`src/rtl/mem_arbiter_if.sv`:
```
// mem_arbiter_if: requester, mem_system and status signals of the instruction/data memory arbiter.
// Latency: none (wires only).
// Backpressure: requests are level-held; the stall outputs tell each requester to keep holding.
interface mem_arbiter_if;
  // instruction fetch port
  logic        i_rd;
  logic [15:0] i_addr;
  logic [15:0] i_data;
  logic        i_done;
  logic        i_stall;
  // data port
  logic        d_rd;
  logic        d_wr;
  logic [15:0] d_addr;
  logic [15:0] d_wrdata;
  logic [15:0] d_data;
  logic        d_done;
  logic        d_stall;
  // shared mem_system port
  logic [15:0] mem_addr;
  logic [15:0] mem_datain;
  logic        mem_rd;
  logic        mem_wr;
  logic [15:0] mem_dataout;
  logic        mem_done;
  logic        mem_err;
  // sticky error flag
  logic        err;

  // arbiter side
  modport slave (
    input  i_rd, i_addr, d_rd, d_wr, d_addr, d_wrdata, mem_dataout, mem_done, mem_err,
    output i_data, i_done, i_stall, d_data, d_done, d_stall, mem_addr, mem_datain,
    mem_rd, mem_wr, err
  );

  // requester / mem_system side
  modport master (
    output i_rd, i_addr, d_rd, d_wr, d_addr, d_wrdata, mem_dataout, mem_done, mem_err,
    input  i_data, i_done, i_stall, d_data, d_done, d_stall, mem_addr, mem_datain,
    mem_rd, mem_wr, err
  );
endinterface

```
`src/rtl/mem_arbiter.sv`:
```
// mem_arbiter: shares one mem_system between the fetch port and the data port, one transaction at a time.
// Latency: eligible request in IDLE issues next cycle; done/data one cycle after mem_done (min 3 cycles).
// Backpressure: requests are held while stalled; a timeout counter bounds each WAIT and flags err.
// Optional: `define MEM_ARB_ROUND_ROBIN_EN alternates the winner on contention (default: data port wins).
module mem_arbiter #(
  parameter int WAIT_LIMIT = 255
) (
  input  logic         clk,
  input  logic         rst,
  mem_arbiter_if.slave bus
);

  typedef enum logic [1:0] {ST_IDLE, ST_ISSUE, ST_WAIT} state_t;

  // timeout fires when the counter would step onto WAIT_LIMIT
  localparam logic [7:0] LIMIT_M1 = 8'(WAIT_LIMIT - 1);

  state_t      r_state;
  state_t      w_state_nxt;
  logic        r_owner;      // 1 = data port owns the transaction
  logic [15:0] r_addr;
  logic [15:0] r_wdata;
  logic        r_op_wr;
  logic [7:0]  r_cnt;
  logic [15:0] r_i_data;
  logic [15:0] r_d_data;
  logic        r_i_done;
  logic        r_d_done;
  logic        r_err;

  logic        w_i_elig;
  logic        w_d_elig;
  logic        w_grant;
  logic        w_grant_d;
  logic        w_complete;
  logic        w_timeout;
  logic        w_mem_rd;
  logic        w_mem_wr;
  logic        w_err_set;

  // a port whose done is high this cycle is still holding its old request, so it is not eligible
  assign w_i_elig = bus.i_rd & ~r_i_done;
  assign w_d_elig = (bus.d_rd | bus.d_wr) & ~r_d_done;

`ifdef MEM_ARB_ROUND_ROBIN_EN
  logic r_last_d;  // 1 = data port owned the previous grant

  assign w_grant_d = w_d_elig & (~w_i_elig | ~r_last_d);

  // remember the previous owner so contention alternates
  always_ff @(posedge clk or posedge rst) begin
    if (rst)          r_last_d <= 1'b0;
    else if (w_grant) r_last_d <= w_grant_d;
  end
`else
  assign w_grant_d = w_d_elig;
`endif

  // FSM state register
  always_ff @(posedge clk or posedge rst) begin
    if (rst) r_state <= ST_IDLE;
    else     r_state <= w_state_nxt;
  end

  // FSM next state and per-state strobes
  always_comb begin
    w_state_nxt = r_state;
    w_grant     = 1'b0;
    w_complete  = 1'b0;
    w_timeout   = 1'b0;
    w_mem_rd    = 1'b0;
    w_mem_wr    = 1'b0;
    case (r_state)
      ST_IDLE: begin
        if (w_i_elig | w_d_elig) begin
          w_grant     = 1'b1;
          w_state_nxt = ST_ISSUE;
        end
      end
      ST_ISSUE: begin
        w_mem_rd    = ~r_op_wr;
        w_mem_wr    = r_op_wr;
        w_state_nxt = ST_WAIT;
      end
      ST_WAIT: begin
        if (bus.mem_done) begin
          w_complete  = 1'b1;
          w_state_nxt = ST_IDLE;
        end else if (r_cnt == LIMIT_M1) begin
          w_timeout   = 1'b1;
          w_state_nxt = ST_IDLE;
        end
      end
      default: w_state_nxt = ST_IDLE;
    endcase
  end

  // mem_err, timeout and a simultaneous data rd+wr all latch the sticky error
  assign w_err_set = bus.mem_err | w_timeout | (w_grant & w_grant_d & bus.d_rd & bus.d_wr);

  // latch the granted operation, run the WAIT counter, return data and done pulses
  always_ff @(posedge clk or posedge rst) begin
    if (rst) begin
      r_owner  <= 1'b0;
      r_addr   <= 16'h0000;
      r_wdata  <= 16'h0000;
      r_op_wr  <= 1'b0;
      r_cnt    <= 8'h00;
      r_i_data <= 16'h0000;
      r_d_data <= 16'h0000;
      r_i_done <= 1'b0;
      r_d_done <= 1'b0;
      r_err    <= 1'b0;
    end else begin
      r_i_done <= 1'b0;
      r_d_done <= 1'b0;
      if (w_grant) begin
        r_owner <= w_grant_d;
        r_addr  <= w_grant_d ? bus.d_addr : bus.i_addr;
        r_wdata <= w_grant_d ? bus.d_wrdata : 16'h0000;
        r_op_wr <= w_grant_d & bus.d_wr;
      end
      if (r_state == ST_ISSUE)     r_cnt <= 8'h00;
      else if (r_state == ST_WAIT) r_cnt <= r_cnt + 8'h01;
      if (w_complete | w_timeout) begin
        if (r_owner) r_d_done <= 1'b1;
        else         r_i_done <= 1'b1;
      end
      if (w_complete & ~r_op_wr) begin
        if (r_owner) r_d_data <= bus.mem_dataout;
        else         r_i_data <= bus.mem_dataout;
      end
      if (w_err_set) r_err <= 1'b1;
    end
  end

  assign bus.mem_addr   = r_addr;
  assign bus.mem_datain = r_wdata;
  assign bus.mem_rd     = w_mem_rd;
  assign bus.mem_wr     = w_mem_wr;
  assign bus.i_data     = r_i_data;
  assign bus.d_data     = r_d_data;
  assign bus.i_done     = r_i_done;
  assign bus.d_done     = r_d_done;
  assign bus.i_stall    = bus.i_rd & ~r_i_done;
  assign bus.d_stall    = (bus.d_rd | bus.d_wr) & ~r_d_done;
  assign bus.err        = r_err;

endmodule

```
`src/flat_wrapper.sv`:
```
// flat-port wrapper written by rule: the top's interface ports become plain ports
module mem_arbiter_flat 
#(
  parameter int WAIT_LIMIT = 255
)
  (clk, rst, bus_i_rd, bus_i_addr, bus_d_rd, bus_d_wr, bus_d_addr, bus_d_wrdata, bus_mem_dataout, bus_mem_done, bus_mem_err, bus_i_data, bus_i_done, bus_i_stall, bus_d_data, bus_d_done, bus_d_stall, bus_mem_addr, bus_mem_datain, bus_mem_rd, bus_mem_wr, bus_err);
  mem_arbiter_if bus_i ();
  input  logic clk;
  input  logic rst;
  input wire logic [$bits(bus_i.i_rd)-1:0] bus_i_rd;
  input wire logic [$bits(bus_i.i_addr)-1:0] bus_i_addr;
  input wire logic [$bits(bus_i.d_rd)-1:0] bus_d_rd;
  input wire logic [$bits(bus_i.d_wr)-1:0] bus_d_wr;
  input wire logic [$bits(bus_i.d_addr)-1:0] bus_d_addr;
  input wire logic [$bits(bus_i.d_wrdata)-1:0] bus_d_wrdata;
  input wire logic [$bits(bus_i.mem_dataout)-1:0] bus_mem_dataout;
  input wire logic [$bits(bus_i.mem_done)-1:0] bus_mem_done;
  input wire logic [$bits(bus_i.mem_err)-1:0] bus_mem_err;
  output wire logic [$bits(bus_i.i_data)-1:0] bus_i_data;
  output wire logic [$bits(bus_i.i_done)-1:0] bus_i_done;
  output wire logic [$bits(bus_i.i_stall)-1:0] bus_i_stall;
  output wire logic [$bits(bus_i.d_data)-1:0] bus_d_data;
  output wire logic [$bits(bus_i.d_done)-1:0] bus_d_done;
  output wire logic [$bits(bus_i.d_stall)-1:0] bus_d_stall;
  output wire logic [$bits(bus_i.mem_addr)-1:0] bus_mem_addr;
  output wire logic [$bits(bus_i.mem_datain)-1:0] bus_mem_datain;
  output wire logic [$bits(bus_i.mem_rd)-1:0] bus_mem_rd;
  output wire logic [$bits(bus_i.mem_wr)-1:0] bus_mem_wr;
  output wire logic [$bits(bus_i.err)-1:0] bus_err;
  assign bus_i.i_rd = bus_i_rd;
  assign bus_i.i_addr = bus_i_addr;
  assign bus_i.d_rd = bus_d_rd;
  assign bus_i.d_wr = bus_d_wr;
  assign bus_i.d_addr = bus_d_addr;
  assign bus_i.d_wrdata = bus_d_wrdata;
  assign bus_i.mem_dataout = bus_mem_dataout;
  assign bus_i.mem_done = bus_mem_done;
  assign bus_i.mem_err = bus_mem_err;
  assign bus_i_data = bus_i.i_data;
  assign bus_i_done = bus_i.i_done;
  assign bus_i_stall = bus_i.i_stall;
  assign bus_d_data = bus_i.d_data;
  assign bus_d_done = bus_i.d_done;
  assign bus_d_stall = bus_i.d_stall;
  assign bus_mem_addr = bus_i.mem_addr;
  assign bus_mem_datain = bus_i.mem_datain;
  assign bus_mem_rd = bus_i.mem_rd;
  assign bus_mem_wr = bus_i.mem_wr;
  assign bus_err = bus_i.err;
  mem_arbiter #(.WAIT_LIMIT(WAIT_LIMIT)) u_core (.clk(clk), .rst(rst), .bus(bus_i));
endmodule
```
`config.mk`:
```
export PLATFORM = sky130hd
export DESIGN_NAME = mem_arbiter_flat
export DESIGN_NICKNAME = d
export VERILOG_FILES = /design/src/rtl/mem_arbiter_if.sv /design/src/rtl/mem_arbiter.sv /design/src/flat_wrapper.sv
export SDC_FILE = /design/constraint.sdc
export NUM_CORES = 1
export LEC_CHECK = 0
export CAP_MARGIN = 20
export CORE_ASPECT_RATIO = 1.5
export CORE_MARGIN = 1
export CORE_UTILIZATION = 39
export CTS_CLUSTER_DIAMETER = 100
export DETAILED_ROUTE_END_ITERATION = 7
export GPL_TIMING_DRIVEN = 0
export HOLD_SLACK_MARGIN = 0.12
export PLACE_DENSITY = 0.83
export SKIP_LAST_GASP = 1
export SLEW_MARGIN = 20
export SYNTH_ARGS = -nofsm -noshare
export SYNTH_HDL_FRONTEND = slang
export SYNTH_SLANG_ARGS = --single-unit
```
`constraint.sdc`:
```
create_clock -name clk -period 2.7 [get_ports clk]
set_clock_uncertainty 0.05 [all_clocks]
set_input_delay 0.81 -clock clk [delete_from_list [all_inputs] [get_ports clk]]
set_output_delay 0.81 -clock clk [all_outputs]
set_load 0.02 [all_outputs]
```
# --- Yosys cells after proc, flatten, opt, wreduce, memory -nomap -nowiden ---
# Cells that the tools add are included.
totals:
  register_bits: 79
  inputBits: 71
  output_inout_bits: 71
  elab_cells: 59
classes:
  n_addsub: 1
  eq_ne: 5
  muxes: 21
  bitwise_logic: 16
  reduce_logical: 5
op_table:
  columns: ["operator", "count"]
  rows:
  - ["$mux 16", 2]
  - ["$mux 8", 2]
  - ["$mux 1", 13]
  - ["$add 8x1->8 const B", 1]
  - ["$eq 8x8->1 const B", 1]
  - ["$and 1x1->1", 7]
  - ["$mux 2", 3]
  - ["$pmux 2 s3", 1]
  - ["$reduce_and 2->1", 3]
  - ["$or 1x1->1", 5]
  - ["$not 1->1", 4]
  - ["$ne 3x2->1 const B", 1]
  - ["$eq 2x1->1 const B", 1]
  - ["$eq 2x2->1 const B", 1]
  - ["$logic_not 2->1", 1]
  - ["$ne 2x1->1 const B", 1]
  - ["$reduce_bool 2->1", 1]

# --- Longest topological paths before layout ---
# Gate-level depths: netlist of the first run.
logic_depth:
  depth_word: 9
  mapped_depth: 7
  mapped_depth_nobuf: 6

# --- Worst setup path after synthesis of the first run ---
# OpenSTA, ideal clock, no wires.
synth_timing:
  kind: "input to output"
  from: "in bus_i_rd"
  to: "out bus_i_stall"
  t_arrival_ns: 1.272
  required_ns: 1.840
  setup_slack_ns: 0.568
  cell_stages: 1
  n_path_buf: 0
  cell_sequence: "nor2b_1"
synth_between:
  elab_chain_len: 1
synth_lines:
  columns: ["element", "line_no", "rtl"]
  rows:
  - ["start, declared", "flat_wrapper.sv:10", "input wire logic [$bits(bus_i.i_rd)-1:0] bus_i_rd;"]
  - ["$and 1x1->1", "mem_arbiter.sv:145", "assign bus.i_stall = bus.i_rd & ~r_i_done;"]
  - ["end, declared", "flat_wrapper.sv:21", "output wire logic [$bits(bus_i.i_stall)-1:0] bus_i_stall;"]
# No other way between the ends.

# --- Worst setup path after layout of the first run ---
# Ends and elaborated chain as after synthesis.

==> summary.txt, run 1 <==
Setup path
  – Reg-to-reg endpoint: u_core.bus.i_data[0]
  – Crit path DAT: 1.76 ns
  – WP data required: 1.84 ns
  – Worst-case reg-to-reg path depth: 6
  – Worst r2r src: u_core.r_state[0]
  – Worst setup SP type: primary input
  – Slowest cell on crit path: clkdlybuf4s50_1
  – Worst Setup End Kind: primary output
  – Register-to-register setup slack: 0.60 ns
  – Crit Path Category: primary input to primary output
  – Cells along the critical path: clkdlybuf4s50_1 -> nor2b_2 -> clkdlybuf4s15_2
  – Delay of the slowest critical-path stage: 0.45 ns
  – Crit path max fanout: 3

GRT
  – Pin count of the biggest net entering global routing: 30
  – Vias in the first global route: 2751
  – GRT Overall Usage: 19.92%
  – Global route overflow: 0
  – Global-route wire length before repair: roughly 14 mm
  – Number of antenna violations at the first check in global routing: 0

Timing
  – Period utilisation layout: between 90% and 100%
  – Slew HR: 55.25%
  – Max frequency: about 0.38 GHz
  – Final hold vios: 0
  – RSZ-0062 raised after global routing: false
  – Setup TNS: 0 ns
  – Pins Over Slew Limit: 0
  – Minimum clock period: between 2 and 3 ns
  – Final Setup Violations: 0
  – Worst-margin pin slew: about 0.67 ns

Yosys
  – Syn_nets: roughly 340
  – Cell Area, Synth: 3390 um2
  – Xor/xnor share of the synthesized area: 0%
  – EDFF count, synth: 0
  – Synth Instances: 260
  – Post-synthesis compound-gate area fraction: 10.11%
  – Largest family of logic cells by synthesized area: multiplexers
  – Synth Warn #: 0
  – Yosys reg bits: 79
  – Post-synthesis mux area share: between 15 and 20%
  – Simple-Gate Fraction of Synth Area: 7.678%
  – Post-Synth Adder-Cell Area: under 10%
  – Syn Area/Cell: 13.04 um2
  – Post-synth ARST share: 100.0%
  – Number of distinct library cells after synthesis: 38
  – Main synth FF type: dfrtp_1
  – Register area share after synthesis: 58.32%

Place
  – RD Place Congestion: approximately 0.73
  – Placed cell areas: 4986 um2
  – Dpl cells: 510
  – Detailed Place HPWL: roughly 6.4 mm
  – Port Buf Inserts: 141

Route
  – Vias per inst: 5.053
  – DRT Pass-1 Iters: 4
  – DR WL/cell: about 16 um
  – Routed vias: 2658
  – Final ANT Viol Nets: 0
  – WL final: between 8 and 9 mm
  – Number of remaining DRC errors: 0
  – Initial DRC Count: between 70 and 80

Worst hold path
  – HP Class: flip-flop to flip-flop
  – HP Start: u_core.bus.mem_addr[5]
  – WHS Endpoint: u_core.bus.mem_addr[5]
  – Worst Hold Path Cells: 2

Job
  – Max_cap viols: 0

Floorplanning
  – Core Footprint: 8413 um2
  – Die W: 78.12 um
  – Die Y: 116.2 um
  – FP Rows: 41
  – Die ar.: 9076 um2
  – # IOs: between 100 and 150
  – Starting Density: 40.29%

Finish
  – Area growth from synthesis to layout: 57.95%
  – Inserted Diodes: 0
  – Nets: a little under 500
  – Multi-input logic area: 1279 um2
  – Share of layout cells above drive strength 1: 17.90%
  – Register area: 1977 um2
  – Post-Layout Cell Count: 526
  – Fin area: ~5400 um2
  – # fillers: 668

Clock tree
  – TritonCTS clock tree: yes
  – Clock Sinks: 79
  – Clock root buffer: clkbuf_16
  – CTS H-Tree Depth: 3
  – Hold buffer count at cts: 0
  – Max Buffers Root-to-Sink: 2
  – Clock edge transition at the registers on the reported setup and hold paths: 0.06 ns
  – Clock Latency Late Sink: 0.33 ns
  – Number of CTS-inserted buffers: 9

Pwr
  – P per Cell Area: 1239 nW/um2
  – Pleak: 2.331 nW
  – Peak supply drop: between 0.6 and 0.7 mV

Outcome
  – Status: finished, final reports clean
==> synth_stat cells, types with 4 or more instances <==
library cell  count  share of area [%]
dfrtp_1          79                 58
o22ai_1           6                1.1
buf_6             6                2.0
ha_1              6                2.2
inv_1            10                1.1
o21ai_1           8                1.2
a22o_1           17                4.4
nor2b_1           4               0.74
mux2_2           36                 12
nor2_1            6               0.66
mux2i_1          18                5.3
o21ai_0          10                1.5
nand2_1          19                2.1
nand3_1           4               0.59
==> power by group <==
group | internal (mW) | switching [mW] | total (mW)
Sequential | 1.74 | 0.347 | 2.09
Clock | 0.934 | 0.469 | 1.40
Combinational | 1.60 | 1.54 | 3.14
Total | 4.27 | 2.36 | 6.63
==> area by class of cell <==
cell class,instances,share of cell area (%)
flip-flops and latches,79,36.92
clock inverters,6,2.173
inverters,11,0.8413
well taps,107,2.501
repair buffers,144,27.27
multi-input cells,157,23.88
plain buffers,12,1.940
clock buffers,10,4.464
==> cell families after synthesis <==
group,count (synthesis)
buf+inv,24
compound gates,49
simple gates,48
mux,54
flops,79
fa+ha+maj,6
==> worst max-delay path, delay by kind of cell <==
family	cells	cell delay [ns]
simple gates	1	0.21
buf+inv	2	0.74
==> per-layer routing <==
| layer | share of wire [%] | up-vias | global-route usage (%) | wire length [um] |
|---|---|---|---|---|
| li1 | - | 1243 | - | - |
| met1 | 40 | 1303 | 22.21 | 3372 |
| met2 | 53 | 99 | 36.32 | 4529 |
| met3 | 4.9 | 13 | 4.688 | 418 |
| met4 | 1.8 | 0 | 8.272 | 152 |
| met5 | 0 | - | 0 | 0 |
==> registers in the layout, summed over array words and instances (netlist names) <==
signal,count
u_core.r_owner,1
u_core.bus.i_done,1
u_core.r_state,2
u_core.bus.i_data,16
u_core.bus.mem_datain,16
u_core.bus.err,1
u_core.bus.d_data,16
u_core.bus.d_done,1
u_core.r_cnt,8
u_core.r_op_wr,1
u_core.bus.mem_addr,16
==> stage by stage <==
step,setup WS (ns),hold WS (ns),total power [mW],util [%]
5_1_grt,0.02507,0.4597,7.009,63.64
6_report,0.07595,0.4271,6.631,63.64
3_3_place_gp,-0.4096,0.4128,5.118,58.70
3_5_place_dp,-0.4268,0.4096,5.239,59.27
4_1_cts,0.07431,0.4321,6.692,63.64
2_1_floorplan,0.5684,0.4405,3.809,-
==> cell usage in the layout (no fill, tap or decap), types with 2 or more instances in the layout <==
cell type	count
clkdlybuf4s50_1	137
dfrtp_1	79
mux2_2	36
nand2_1	19
mux2i_1	18
a22o_1	17
o21ai_0	10
inv_1	9
clkbuf_16	9
o21ai_1	8
nor2_1	6
buf_6	6
o22ai_1	6
ha_1	5
nand3_1	4
buf_4	4
buf_2	3
nor2b_1	3
bufinv_16	3
nor3_1	2
nor3b_1	2
a21oi_1	2
clkinv_4	2
dlygate4sd2_1	2
==> how the worst max path moves through the flow <==
stage          startpoint  slack [ns]          end
2_1_floorplan    bus_i_rd        0.57  bus_i_stall
3_3_place_gp     bus_d_wr       -0.41  bus_d_stall
3_5_place_dp     bus_d_wr       -0.43  bus_d_stall
4_1_cts          bus_d_wr        0.07  bus_d_stall
5_1_grt          bus_i_rd        0.03  bus_i_stall
6_report         bus_i_rd        0.08  bus_i_stall
==> timing repair <==
item                       in CTS  in global routing
setup endpoints to repair       4                  0
resized for setup              12                  0
buffers inserted                1                  0
Power figures use the tool's default switching activity.
==> run 2: changes to the inputs <==
--- a/config.mk
+++ b/config.mk
@@ -13,6 +13,7 @@
 export DETAILED_ROUTE_END_ITERATION = 7
 export GPL_TIMING_DRIVEN = 0
 export HOLD_SLACK_MARGIN = 0.12
+export MAX_ROUTING_LAYER = met4
 export PLACE_DENSITY = 0.83
 export SKIP_LAST_GASP = 1
 export SLEW_MARGIN = 20
==> run 2 against run 1 <==
Via count shrank 0.53%. Global-route usage rose by 0.62 points. Cell count unchanged. Total power hardly changed. Critical path type unchanged. Largest cell class unchanged. Highest routed layer unchanged.
==> summary.txt, run 2 (synthesis results as in run 1) <==
Setup path
  – Reg-to-reg endpoint: u_core.bus.i_data[0]
  – Slowest cell on crit path: clkdlybuf4s50_1
  – Worst-case reg-to-reg path depth: 6
  – Register-to-register setup slack: 0.60 ns
  – Worst r2r src: u_core.r_state[0]
  – Crit Path Category: primary input to primary output
  – Critical Path End: bus_i_stall
  – Worst Setup SP: bus_i_rd
  – WP data required: 1.84 ns
  – Crit path max fanout: 3
  – Delay of the slowest critical-path stage: 0.45 ns
  – Delay-heaviest family, CP: buffers and inverters
  – Worst setup SP type: primary input
  – WP depth: 3
  – Worst Setup End Kind: primary output
  – Cells along the critical path: clkdlybuf4s50_1 -> nor2b_2 -> clkdlybuf4s15_2
  – Buf/Inv on CP: 2
  – Crit path DAT: 1.76 ns

Finish
  – # fillers: roughly 670
  – Inserted Diodes: 0
  – Layout Utilization: 63.64%
  – Nets: 491
  – Share of layout cells above drive strength 1: ~18%
  – Most frequent cells in the layout: 137 x clkdlybuf4s50_1, 79 x dfrtp_1, 36 x mux2_2
  – Register area: 1977 um2
  – Area growth from synthesis to layout: 57.95%
  – Most common cell after layout, fill and taps aside: clkdlybuf4s50_1
  – Multi-input logic area: 1279 um2
  – Post-Layout Cell Count: 526

Timing
  – Slew HR: between 50% and 60%
  – Period utilisation layout: 97.19%
  – RSZ-0062 raised after global routing: false
  – Pins Over Slew Limit: 0
  – Minimum clock period: 2.624 ns
  – Final Setup Violations: 0
  – Worst-margin pin slew: 0.6583 ns
  – Final Hold Slack: between 0.4 and 0.5 ns
  – Final hold vios: 0
  – Setup TNS: 0 ns
  – Final worst slack: 0.07595 ns
  – Max frequency: 0.3811 GHz

Route
  – Routed vias: around 2600
  – WL final: 8.505 mm
  – DRT Pass-1 Iters: 4
  – Initial DRC Count: 82
  – DR WL/cell: ~16 um
  – Final ANT Viol Nets: 0
  – Vias per inst: roughly 5
  – Number of remaining DRC errors: 0

Floorplanning
  – Starting Density: 40.29%
  – Die W: 78.12 um
  – FP Rows: 41
  – # IOs: 142
  – Die Y: around 120 um
  – Core Footprint: 8413 um2
  – Die ar.: a little over 9000 um2

Clock tree
  – Max Buffers Root-to-Sink: 2
  – Clock Sinks: 79
  – TritonCTS clock tree: yes
  – Clock edge transition at the registers on the reported setup and hold paths: 0.06 ns
  – Number of CTS-inserted buffers: 9
  – Clock root buffer: clkbuf_16
  – CTS H-Tree Depth: 3
  – Clock Latency Late Sink: roughly 0.33 ns

Pwr
  – Pleak: 2.331 nW
  – P per Cell Area: 1239 nW/um2
  – Peak supply drop: roughly 0.7 mV

GRT
  – GRT Overall Usage: 20.54%
  – Global-route wire length before repair: 13.61 mm
  – Vias in the first global route: 2759
  – Pin count of the biggest net entering global routing: 30
  – Number of antenna violations at the first check in global routing: 0
  – Global route overflow: 0

Place
  – Dpl cells: about 500
  – RD Place Congestion: roughly 0.73
  – Port Buf Inserts: 141
  – Detailed Place HPWL: between 6 and 7 mm
  – Post-place setup slack: -0.4268 ns

Outcome
  – Status: finished, final reports clean

Worst hold path
  – HP Class: flip-flop to flip-flop
  – HP Start: u_core.bus.mem_addr[5]

Job
  – Max_cap viols: 0
[run 2: cell counts in the layout (fill, tap and decap cells not counted)]
No cell type changed its count.
[run 2: report_power, final]
part,internal [mW],switching [mW]
Combinational,1.60,1.55
Clock,0.934,0.472
Sequential,1.74,0.345
[run 2: repair_timing]
action	4_1_cts	5_1_grt
setup buffers	1	0
hold buffers	0	0
setup endpoints to repair	4	0
gates resized for setup	12	0
[run 2: how the worst min path moves through the flow]
stage,depth (start not counted),endpoint,slack [ns]
CTS,1,u_core.bus.err,0.43
floorplan,1,u_core.bus.i_done,0.44
detailed placement,1,u_core.bus.err,0.41
global placement,1,u_core.bus.err,0.41
finish,2,u_core.bus.mem_addr[5],0.43
global route,1,u_core.bus.err,0.46
[run 2: area by class of cell]
| cell class | instances | area share (%) |
|---|---|---|
| clock buffers | 10 | 4.464 |
| well taps | 107 | 2.501 |
| clock inverters | 6 | 2.173 |
| multi-input cells | 157 | 23.88 |
| repair buffers | 144 | 27.27 |
| flip-flops and latches | 79 | 36.92 |
| inverters | 11 | 0.8413 |
| plain buffers | 12 | 1.940 |
[run 2: worst register-to-register path: cells and delay by family, from the launching register on]
| family | cells | cell delay (ns) |
|---|---|---|
| buffers and inverters | 3 | 0.54 |
| flip-flops | 1 | 0.42 |
| AND/OR/NAND/NOR | 1 | 0.37 |
| multiplexers | 1 | 0.35 |
| adder cells (fa/ha/maj) | 1 | 0.24 |
[run 2: metal layers]
metal	up-vias	track usage (%)	part of all wire [%]
li1	1237	-	-
met1	1303	22.21	40
met2	92	36.43	53
met3	12	4.766	5.0
met4	0	7.901	1.6
met5	-	-	0
[run 2: metrics by stage]
| stage | total power, mW | instance area [um2] |
|---|---|---|
| floorplan | 3.809 | 3393 |
| global placement | 5.118 | 4938 |
| detailed placement | 5.239 | 4986 |
| CTS | 6.692 | 5354 |
| global route | 7.008 | 5354 |
| finish | 6.635 | 5354 |
